## src/rtl/program_loader_if.sv

```systemverilog
// Loader-side bus bundle: byte-stream source, core memory port, RAM port and status.
// State is a debug copy of the loader FSM: 0=HOLD, 1=LOAD, 2=FLUSH, 3=RUN.
// Handshake: a byte moves on a rising edge where InValid and InReady are both high;
// InReady depends only on loader state and count, and InData is don't-care otherwise.
interface program_loader_if;
    logic       LoadStart;
    logic [7:0] LoadLen;
    logic       InValid;
    logic [7:0] InData;
    logic       InReady;
    logic [7:0] CoreAddr;
    logic [7:0] CoreWData;
    logic       CoreWrite;
    logic       CoreRead;
    logic [7:0] MemAddr;
    logic [7:0] MemData;
    logic       MemWrite;
    logic       MemRead;
    logic       CoreReset;
    logic       Busy;
    logic       Done;
    logic [7:0] Checksum;
    logic [1:0] State;

    modport master (
        output LoadStart, LoadLen, InValid, InData, CoreAddr, CoreWData, CoreWrite, CoreRead,
        input  InReady, MemAddr, MemData, MemWrite, MemRead, CoreReset, Busy, Done, Checksum, State
    );

    modport slave (
        input  LoadStart, LoadLen, InValid, InData, CoreAddr, CoreWData, CoreWrite, CoreRead,
        output InReady, MemAddr, MemData, MemWrite, MemRead, CoreReset, Busy, Done, Checksum, State
    );
endinterface

```

## src/rtl/program_loader.sv

```systemverilog
// Boot-time program loader: holds the core in reset, streams bytes into RAM from
// address 0, then hands the RAM port to the core as a combinational pass-through.
module program_loader #(
    parameter int DEPTH = 256
) (
    input logic             CLK,
    input logic             Reset,
    program_loader_if.slave bus
);
    typedef enum logic [1:0] {
        HOLD  = 2'd0,
        LOAD  = 2'd1,
        FLUSH = 2'd2,
        RUN   = 2'd3
    } state_t;

    localparam logic [8:0] LEN_FULL = 9'(DEPTH);

    state_t     state;
    logic [8:0] len;
    logic [8:0] count;
    logic [7:0] checksum;
    logic       done;

    // Accepted byte is captured first, then presented to the RAM one cycle later,
    // which puts the final byte on the RAM port during FLUSH.
    logic       cap_we;
    logic [7:0] cap_addr;
    logic [7:0] cap_data;
    logic       out_we;
    logic [7:0] out_addr;
    logic [7:0] out_data;

    logic       run;
    logic       in_ready;
    logic       accept;

    assign run      = (state == RUN);
    assign in_ready = (state == LOAD) && (count < len);
    assign accept   = in_ready && bus.InValid;

    always_ff @(posedge CLK or posedge Reset) begin
        if (Reset) begin
            state    <= HOLD;
            len      <= '0;
            count    <= '0;
            checksum <= '0;
            done     <= 1'b0;
            cap_we   <= 1'b0;
            cap_addr <= '0;
            cap_data <= '0;
            out_we   <= 1'b0;
            out_addr <= '0;
            out_data <= '0;
        end else begin
            out_we   <= cap_we;
            out_addr <= cap_addr;
            out_data <= cap_data;
            cap_we   <= 1'b0;
            case (state)
                HOLD, RUN: begin
                    if (bus.LoadStart) begin
                        state    <= LOAD;
                        len      <= (bus.LoadLen == 8'd0) ? LEN_FULL : {1'b0, bus.LoadLen};
                        count    <= '0;
                        checksum <= '0;
                        done     <= 1'b0;
                    end
                end
                LOAD: begin
                    if (accept) begin
                        cap_we   <= 1'b1;
                        cap_addr <= count[7:0];
                        cap_data <= bus.InData;
                        count    <= count + 9'd1;
                        checksum <= checksum + bus.InData;
                    end else if (count == len) begin
                        state <= FLUSH;
                    end
                end
                FLUSH: begin
                    state <= RUN;
                    done  <= 1'b1;
                end
                default: state <= HOLD;
            endcase
        end
    end

    assign bus.InReady   = in_ready;
    assign bus.MemAddr   = run ? bus.CoreAddr  : out_addr;
    assign bus.MemData   = run ? bus.CoreWData : out_data;
    assign bus.MemWrite  = run ? bus.CoreWrite : out_we;
    assign bus.MemRead   = run ? bus.CoreRead  : 1'b0;
    assign bus.CoreReset = !run;
    assign bus.Busy      = (state == LOAD) || (state == FLUSH);
    assign bus.Done      = done;
    assign bus.Checksum  = checksum;
    assign bus.State     = state;
endmodule
```

## src/flat_wrapper.sv

```systemverilog
// flat-port wrapper written by rule: the top's interface ports become plain ports
module program_loader_flat 
#(
    parameter int DEPTH = 256
)
  (CLK, Reset, bus_LoadStart, bus_LoadLen, bus_InValid, bus_InData, bus_CoreAddr, bus_CoreWData, bus_CoreWrite, bus_CoreRead, bus_InReady, bus_MemAddr, bus_MemData, bus_MemWrite, bus_MemRead, bus_CoreReset, bus_Busy, bus_Done, bus_Checksum, bus_State);
  program_loader_if bus_i ();
  input logic CLK;
  input logic Reset;
  input wire logic [$bits(bus_i.LoadStart)-1:0] bus_LoadStart;
  input wire logic [$bits(bus_i.LoadLen)-1:0] bus_LoadLen;
  input wire logic [$bits(bus_i.InValid)-1:0] bus_InValid;
  input wire logic [$bits(bus_i.InData)-1:0] bus_InData;
  input wire logic [$bits(bus_i.CoreAddr)-1:0] bus_CoreAddr;
  input wire logic [$bits(bus_i.CoreWData)-1:0] bus_CoreWData;
  input wire logic [$bits(bus_i.CoreWrite)-1:0] bus_CoreWrite;
  input wire logic [$bits(bus_i.CoreRead)-1:0] bus_CoreRead;
  output wire logic [$bits(bus_i.InReady)-1:0] bus_InReady;
  output wire logic [$bits(bus_i.MemAddr)-1:0] bus_MemAddr;
  output wire logic [$bits(bus_i.MemData)-1:0] bus_MemData;
  output wire logic [$bits(bus_i.MemWrite)-1:0] bus_MemWrite;
  output wire logic [$bits(bus_i.MemRead)-1:0] bus_MemRead;
  output wire logic [$bits(bus_i.CoreReset)-1:0] bus_CoreReset;
  output wire logic [$bits(bus_i.Busy)-1:0] bus_Busy;
  output wire logic [$bits(bus_i.Done)-1:0] bus_Done;
  output wire logic [$bits(bus_i.Checksum)-1:0] bus_Checksum;
  output wire logic [$bits(bus_i.State)-1:0] bus_State;
  assign bus_i.LoadStart = bus_LoadStart;
  assign bus_i.LoadLen = bus_LoadLen;
  assign bus_i.InValid = bus_InValid;
  assign bus_i.InData = bus_InData;
  assign bus_i.CoreAddr = bus_CoreAddr;
  assign bus_i.CoreWData = bus_CoreWData;
  assign bus_i.CoreWrite = bus_CoreWrite;
  assign bus_i.CoreRead = bus_CoreRead;
  assign bus_InReady = bus_i.InReady;
  assign bus_MemAddr = bus_i.MemAddr;
  assign bus_MemData = bus_i.MemData;
  assign bus_MemWrite = bus_i.MemWrite;
  assign bus_MemRead = bus_i.MemRead;
  assign bus_CoreReset = bus_i.CoreReset;
  assign bus_Busy = bus_i.Busy;
  assign bus_Done = bus_i.Done;
  assign bus_Checksum = bus_i.Checksum;
  assign bus_State = bus_i.State;
  program_loader #(.DEPTH(DEPTH)) u_core (.CLK(CLK), .Reset(Reset), .bus(bus_i));
endmodule
```

## config.mk

```make
export PLATFORM = sky130hd
export DESIGN_NAME = program_loader_flat
export DESIGN_NICKNAME = d
export VERILOG_FILES = /design/src/rtl/program_loader_if.sv /design/src/rtl/program_loader.sv /design/src/flat_wrapper.sv
export SDC_FILE = /design/constraint.sdc
export NUM_CORES = 1
export LEC_CHECK = 0
export BUFFER_PORTS_ARGS = -buffer_cell sky130_fd_sc_hd__buf_2
export CORE_UTILIZATION = 49
export DETAILED_ROUTE_END_ITERATION = 10
export GPL_TIMING_DRIVEN = 0
export PLACE_DENSITY = 0.76
export SYNTH_ARGS = -nofsm -noshare
export SYNTH_HDL_FRONTEND = slang
export SYNTH_SLANG_ARGS = --single-unit
```

## constraint.sdc

```tcl
create_clock -name CLK -period 2.1 [get_ports CLK]
set_input_delay 0.105 -clock CLK [delete_from_list [all_inputs] [get_ports CLK]]
set_output_delay 0.105 -clock CLK [all_outputs]
set_load 0.05 [all_outputs]
```

==> summary.md, run 1 <==
| Metric | Value |
|---|---|
| Status | complete, but fails checks |
| Failing checks | negative setup slack |
| Num rows | 28 |
| Number of flops mapped to enable cells by yosys | 0 |
| Syn avg cell area | 11.3 um2 |
| RSZ-0062 raised after global routing | true |
| Switching Share | 21.7% |
| Syn Nets | 340 |
| Longest Clk Path Bufs | 2 |
| Layout cells sized above 1 | 51.6% |
| CTS Buf Count | 9 |
| DR vias | 2438 |
| Area post-placement | 3740 um2 |
| DP HPWL | 4890 um |
| Internal power | 1.83 mW |
| WS Path Type | reg2reg |
| Starting Density | 52.1% |
| Power Density | 561 nW/um2 |
| First-pass GRT wire length | 11500 um |
| Placed cells | 424 |
| Startpoint types | flip-flop |
| Clk root buf | clkbuf_8 |
| Max-slew headroom | 46.1% |
| CTS tree | yes |
| Synth warn | 0 |
| Final instance area | 4170 um2 |
| H-tree levels | 3 |
| Die width | 82.3 um |
| Fmax | 452 MHz |
| Final Cycle Share | 105% |
| Nets | 429 |
| Worst EP required | 2.36 ns |
| Slew Viols, Final | 0 |
| Largest net degree at the start of global routing | 39 |
| Port bufs | 68 |
| DRT Wirelength | 6980 um |
| Combinational Power Share | 4.2% |
| Fill count | 451 |
| MaxCap Viol Count | 0 |
| Die H | 82.3 um |
| Synth Flop Type | dfrtp_1 |
| Netlist Area Pre-Place | 3160 um2 |
| Area Growth Syn to Fin | 32.0% |
| Initial antenna violation count | 0 |
| Max Clock Skew | 0.00614 ns |
| Total congestion overflow | 0 |
| HP Class | in2reg |
| Post-Syn Instances | 280 |
| Area of the multi-input gates | 1690 um2 |
| Reg clk slew, reported paths | 0.07 ns |
| DIE AREA | 6770 um2 |
| RD Place Congestion | 0.843 |
| Drt via density | 5.43 |
| Register area share after synthesis | 49.9% |
| Actual slew at the worst max-slew pin | 0.808 ns |
| Worst-Skew Late Latency | 0.34 ns |
| ANT nets after route | 0 |
| Asr flop ratio synth | 100% |
| Total power | 2.34 mW |
| Seq pwr share | 51.8% |
| Worst Slack Setup Final | -0.111 ns |
| Io pins | 70 |
| Vias in the first global route | 2418 |
| Inserted Diodes | 0 |
| Crit path time final | 2.21 ns |
| CTS Sinks | 63 |
| Yosys reg bits | 63 |
| Finished Layout Cells | 449 |
| CP max FO | 5 |
| DRT iter0 DRCs | 144 |
| Pleak | 2.09 nW |
| Mean routed wirelength per cell | 15.5 um |
| Final setup fails | 20 |
| Clock power frac | 44.0% |
| Max VDD drop | 329 uV |
| Initial DRT Pass Iterations | 4 |
| Final TNS setup | -0.667 ns |
| Sw power | 0.508 mW |
| Worst Setup End Kind | flip-flop |
| Core area | 6060 um2 |
| # DRC | 0 |
| Library cells used by synthesis | 41 |
| R2R Setup Slk | -0.11 ns |
| CP Data Arrival Time | 2.47 ns |
| Gr usage total | 23.5% |
| Final count of hold timing violations | 0 |
| Register area | 1590 um2 |
[timing repair]
item	4_1_cts	5_1_grt
hold buffers	1	0
buffers inserted	9	2
pin swaps	9	5
hold endpoints to repair	37	0
resized for setup	31	15
setup endpoints to repair	55	36
[power groups by stage]
| stage | registers [mW] | clock network (mW) | logic (mW) |
|---|---|---|---|
| floorplan | 1.24 | 0 | 0.0420 |
| global placement | 1.24 | 0 | 0.0889 |
| detailed placement | 1.24 | 0 | 0.0979 |
| CTS | 1.21 | 1.05 | 0.0999 |
| global route | 1.21 | 1.11 | 0.113 |
| finish | 1.21 | 1.03 | 0.0979 |
[placed cells by master, fill, tap and decap left out, types with 3 or more instances in the layout]
| master | synthesis | final |
|---|---|---|
| buf_2 | 2 | 67 |
| dfrtp_1 | 63 | 49 |
| mux2_2 | 43 | 43 |
| nand2_1 | 31 | 31 |
| dfrtp_2 | 0 | 14 |
| buf_4 | 0 | 13 |
| inv_1 | 18 | 12 |
| clkbuf_8 | 0 | 11 |
| ha_4 | 0 | 10 |
| o21ai_0 | 16 | 9 |
| ha_1 | 21 | 9 |
| nor2_1 | 9 | 8 |
| a21oi_1 | 13 | 7 |
| nand3_1 | 7 | 7 |
| o21ai_1 | 1 | 5 |
| and3_1 | 4 | 4 |
| a21oi_2 | 0 | 4 |
| nand4_1 | 4 | 4 |
| clkbuf_1 | 7 | 4 |
| o211ai_1 | 4 | 4 |
| inv_2 | 0 | 4 |
| mux2i_1 | 3 | 3 |
| xor2_1 | 3 | 3 |
| clkinv_2 | 0 | 3 |
[metal layers]
layer	global-route usage (%)	vias up	wire length (um)
li1	-	1161	-
met1	28.1	1182	3010
met2	40.7	79	3500
met3	4.73	16	335
met4	10.7	0	139
met5	0	-	0
[layout make-up]
class                      count  share of cell area, %
inverter                      18                   1.80
buffer                         7                   1.59
sequential                    63                   38.2
multi-input combinational    189                   40.6
clock buffer                  12                   3.48
clock inverter                 4                   1.08
tap                           75                   2.25
timing repair buffer          81                   11.0
[final timing paths]
| path | from | to | cells past startpoint |
|---|---|---|---|
| max | u_core.count[4]$_DFFE_PP0P_ | u_core.bus.Checksum[7]$_DFFE_PP0P_ | 8 |
| min reg2reg | u_core.cap_we$_DFF_PP0_ | u_core.out_we$_DFF_PP0_ | 0 |
| min in group asynchronous | Reset | u_core.out_data[4]$_DFF_PP0_ | 3 |
| max reg2reg | u_core.count[4]$_DFFE_PP0P_ | u_core.bus.Checksum[7]$_DFFE_PP0P_ | 8 |
| max in group asynchronous | Reset | u_core.bus.State[0]$_DFFE_PP0P_ | 4 |
| min | bus_LoadLen[4] | u_core.len[4]$_DFFE_PP0P_ | 2 |
[Yosys cell counts, types with 2 or more instances]
library cell	number	share of area (%)
inv_1	18	2.1
a22o_1	2	0.55
nand2_1	31	3.7
xnor2_1	2	0.55
mux2_2	43	15
a211oi_2	2	0.79
and3_1	4	0.79
xor2_1	3	0.83
o31ai_1	2	0.47
mux2i_1	3	0.95
dfrtp_1	63	50
o211ai_1	4	0.95
o21ai_0	16	2.5
ha_1	21	8.3
nand4_1	4	0.79
a21oi_1	13	2.1
nand3_1	7	1.1
nor2_1	9	1.1
nand3b_1	2	0.47
nor4_1	2	0.40
clkbuf_1	7	0.83
nor3_1	2	0.32
buf_2	2	0.32
[flip-flops by register name, summed over array words and instances (netlist names)]
register and cells:
u_core.cap_we 1, u_core.out_we 1, u_core.len 9, u_core.bus.Done 1, u_core.bus.Checksum 8, u_core.cap_data 8, u_core.bus.State 2, u_core.out_addr 8
u_core.out_data 8, u_core.count 9, u_core.cap_addr 8
[worst max-delay path, stage by stage, from the launching register on]
cell	delay [ns]
dfrtp_1	0.40
ha_1	0.34
a21oi_2	0.15
o21ai_2	0.10
a211oi_2	0.25
buf_4	0.19
o21ai_4	0.07
or4b_1	0.52
o211ai_1	0.10
[kinds of logic (layout without fill, tap and decap cells)]
| group | Yosys count | after routing | share of synthesized area, % |
|---|---|---|---|
| AND/OR/NAND/NOR | 69 | 69 | 10.5 |
| XOR/XNOR | 5 | 5 | 1.39 |
| buffers and inverters | 28 | 122 | 3.64 |
| adder cells (fa/ha/maj) | 22 | 22 | 8.95 |
| AO/OA/AOI/OAI | 47 | 47 | 9.42 |
| multiplexers | 46 | 46 | 16.3 |
| flip-flops | 63 | 63 | 49.9 |
[through the flow]
stage               worst slack (ns)  hold WS (ns)  util (%)
floorplan                    -0.0354         0.256         -
global placement              -0.518         0.334      61.4
detailed placement            -0.352         0.303      61.7
CTS                           -0.127       0.00304      67.8
global route                  -0.187        0.0115      68.8
finish                        -0.111        0.0163      68.8
No activity file was read; power rests on OpenSTA's default activity.
==> run 2, diff against run 1 <==
--- a/config.mk
+++ b/config.mk
@@ -10,6 +10,7 @@
 export DETAILED_ROUTE_END_ITERATION = 10
 export GPL_TIMING_DRIVEN = 0
 export PLACE_DENSITY = 0.76
+export SKIP_CTS_REPAIR_TIMING = 1
 export SYNTH_ARGS = -nofsm -noshare
 export SYNTH_HDL_FRONTEND = slang
 export SYNTH_SLANG_ARGS = --single-unit
==> summary.md, run 2 (synthesized netlist as in run 1, its figures left out) <==
| Metric | Value |
|---|---|
| Status | complete, but fails checks |
| Failing checks | negative setup slack |
| WHS | 0.0147 ns (-0.00167 ns) |
| Final Cycle Share | 110% (+4.6 points) |
| Reg2Reg Capture Point | u_core.bus.Checksum[7]$_DFFE_PP0P_ |
| Actual slew at the worst max-slew pin | 0.807 ns (-0.00131 ns) |
| Worst Setup End Kind | output pin |
| HP Class | in2reg |
| Num rows | 28 (unchanged) |
| Seq pwr share | 51.8% (about the same) |
| Pleak | 2.09 nW (about the same) |
| ANT nets after route | 0 (unchanged) |
| CP max FO | 5 (unchanged) |
| Area Growth Syn to Fin | 30.9% |
| Io pins | 70 (unchanged) |
| Largest regs | u_core.count (9), u_core.len (9) |
| RSZ-0062 raised after global routing | true |
| Final count of hold timing violations | 0 (unchanged) |
| DP HPWL | 4890 um (unchanged) |
| CTS Buf Count | 9 (unchanged) |
| Fill count | 454 (+0.67%) |
| Die width | 82.3 um (unchanged) |
| DRT iter0 DRCs | 118 (-18%) |
| Switching Share | 21.8% (+0.093 points) |
| Metal2 WL | 3460 um (-0.97%) |
| Commonest non-fill, non-tap cell in the layout | buf_2 |
| Startpoint types | flip-flop |
| Max VDD drop | 330 uV (+0.34%) |
| DR vias | 2464 (+1.1%) |
| # DRC | 0 (unchanged) |
| Layout cells sized above 1 | 49.9% (-1.7 points) |
| First-pass GRT wire length | 10800 um (-5.5%) |
| Sw power | 0.511 mW (+0.55%) |
| Gr usage total | 22.2% (-1.4 points) |
| DR top layer | met4 |
| Mean routed wirelength per cell | 15.3 um (-1.4%) |
| DR WL met3 | 389 um (+16%) |
| Worst-Skew Late Latency | 0.34 ns (about the same) |
| Commonest cells after routing, fill and taps aside | buf_2 (67), dfrtp_1 (51), mux2_2 (43), nand2_1 (31), inv_1 (13) |
| Port bufs | 68 (unchanged) |
| CP Data Arrival Time | 2.20 ns (-0.27 ns) |
| MaxCap Viol Count | 0 (unchanged) |
| Starting Density | 52.1% (unchanged) |
| Finished Layout Cells | 450 (+0.22%) |
| H-tree levels | 3 (unchanged) |
| Reg clk slew, reported paths | 0.06 ns (about the same) |
| Slew Viols, Final | 0 (unchanged) |
| DRT Wirelength | 6900 um (-1.2%) |
| Initial DRT Pass Iterations | 4 (unchanged) |
| CTS tree | yes |
| Internal power | 1.83 mW (about the same) |
| Longest Clk Path Bufs | 2 (unchanged) |
| Clk root buf | clkbuf_8 |
| Power Density | 566 nW/um2 (+0.97%) |
| WS Path Type | reg2out |
| Vias in the first global route | 2321 (-4.0%) |
| Crit path to | bus_InReady |
| RD Place Congestion | 0.843 (unchanged) |
| Final setup fails | 40 (+100%) |
| Combinational Power Share | 4.2% (about the same) |
| Worst EP required | 2.00 ns (-0.36 ns) |
| R2R Setup Slk | -0.19 ns (-0.08 ns) |
| Initial antenna violation count | 0 (unchanged) |
| Total power | 2.34 mW (+0.12%) |
| DIE AREA | 6770 um2 (unchanged) |
| Core area | 6060 um2 (unchanged) |
| Final TNS setup | -3.37 ns (-2.70 ns) |
| Total congestion overflow | 0 (unchanged) |
| Worst setup startpoint | u_core.count[6]$_DFFE_PP0P_ |
| Drt via density | 5.48 (+0.84%) |
| Die H | 82.3 um (unchanged) |
| Largest net degree at the start of global routing | 39 (unchanged) |
| Clock power frac | 44.1% (about the same) |
| Fmax | 433 MHz (-4.2%) |
| Max-slew headroom | 46.2% (+0.088 points) |
| DRT met1 WL | 2920 um (-3.0%) |
| Placed cells | 424 (unchanged) |
| Inserted Diodes | 0 (unchanged) |
| Crit path time final | 2.31 ns (+0.0968 ns) |
| Worst Slack Setup Final | -0.208 ns (-0.0968 ns) |
| Reg-to-reg startpoint | u_core.count[6]$_DFFE_PP0P_ |
| FF-to-FF path depth | 8 (unchanged) |
| Max Clock Skew | 0.00679 ns (+0.000657 ns) |
| CTS Sinks | 63 (unchanged) |
| Nets | 430 (+0.23%) |
-- run 2: how the worst min path moves through the flow --
stage	start	endpoint	slack, ns	depth (start not counted)
after floorplan	bus_LoadLen[0]	u_core.len[0]$_DFFE_PP0P_	0.26	1
after global placement	u_core.cap_we$_DFF_PP0_	u_core.out_we$_DFF_PP0_	0.33	0
after detailed placement	Reset	u_core.out_data[0]$_DFF_PP0_	0.30	2
after CTS	Reset	u_core.out_data[0]$_DFF_PP0_	-0.07	2
after global routing	bus_LoadLen[6]	u_core.len[6]$_DFFE_PP0P_	0.01	2
final	bus_LoadLen[4]	u_core.len[4]$_DFFE_PP0P_	0.01	2
-- run 2: worst max-delay path, stage by stage, from the launching register on --
cell and delay, ns:
dfrtp_2 0.47, ha_4 0.25, a211oi_4 0.22, nor2_1 0.10
or4_4 0.50, a21oi_4 0.15, buf_6 0.17
-- run 2: cell type report --
cell class / count / area (um2) / area share (%)
inverter: 18 / 75.1 / 1.81
sequential: 63 / 1590 / 38.5
clock inverter: 4 / 45.0 / 1.09
clock buffer: 12 / 145 / 3.51
timing repair buffer: 81 / 459 / 11.1
buffer: 8 / 78.8 / 1.91
multi-input combinational: 189 / 1650 / 39.9
tap: 75 / 93.8 / 2.27
-- run 2: stage by stage --
stage	setup WS (ns)	utilization [%]	area (um2)
after floorplan	-0.0354	-	3290
after global placement	-0.518	61.4	3720
after detailed placement	-0.352	61.7	3740
after CTS	-0.497	64.9	3930
after global routing	-0.266	68.3	4140
final	-0.208	68.3	4140
-- run 2: metal layers --
layer | global-route usage (%) | vias to the layer above
li1 | - | 1169
met5 | 0 | -
met2 | 37.8 | 84
met4 | 11.2 | 0
met3 | 4.18 | 15
met1 | 26.7 | 1196
-- run 2: power by group through the flow --
stage	Sequential (mW)	Clock, mW	Combinational (mW)
finish	1.21	1.03	0.0975
global route	1.21	1.11	0.113
CTS	1.21	1.05	0.0982
detailed placement	1.24	0	0.0979
global placement	1.24	0	0.0889
floorplan	1.24	0	0.0420
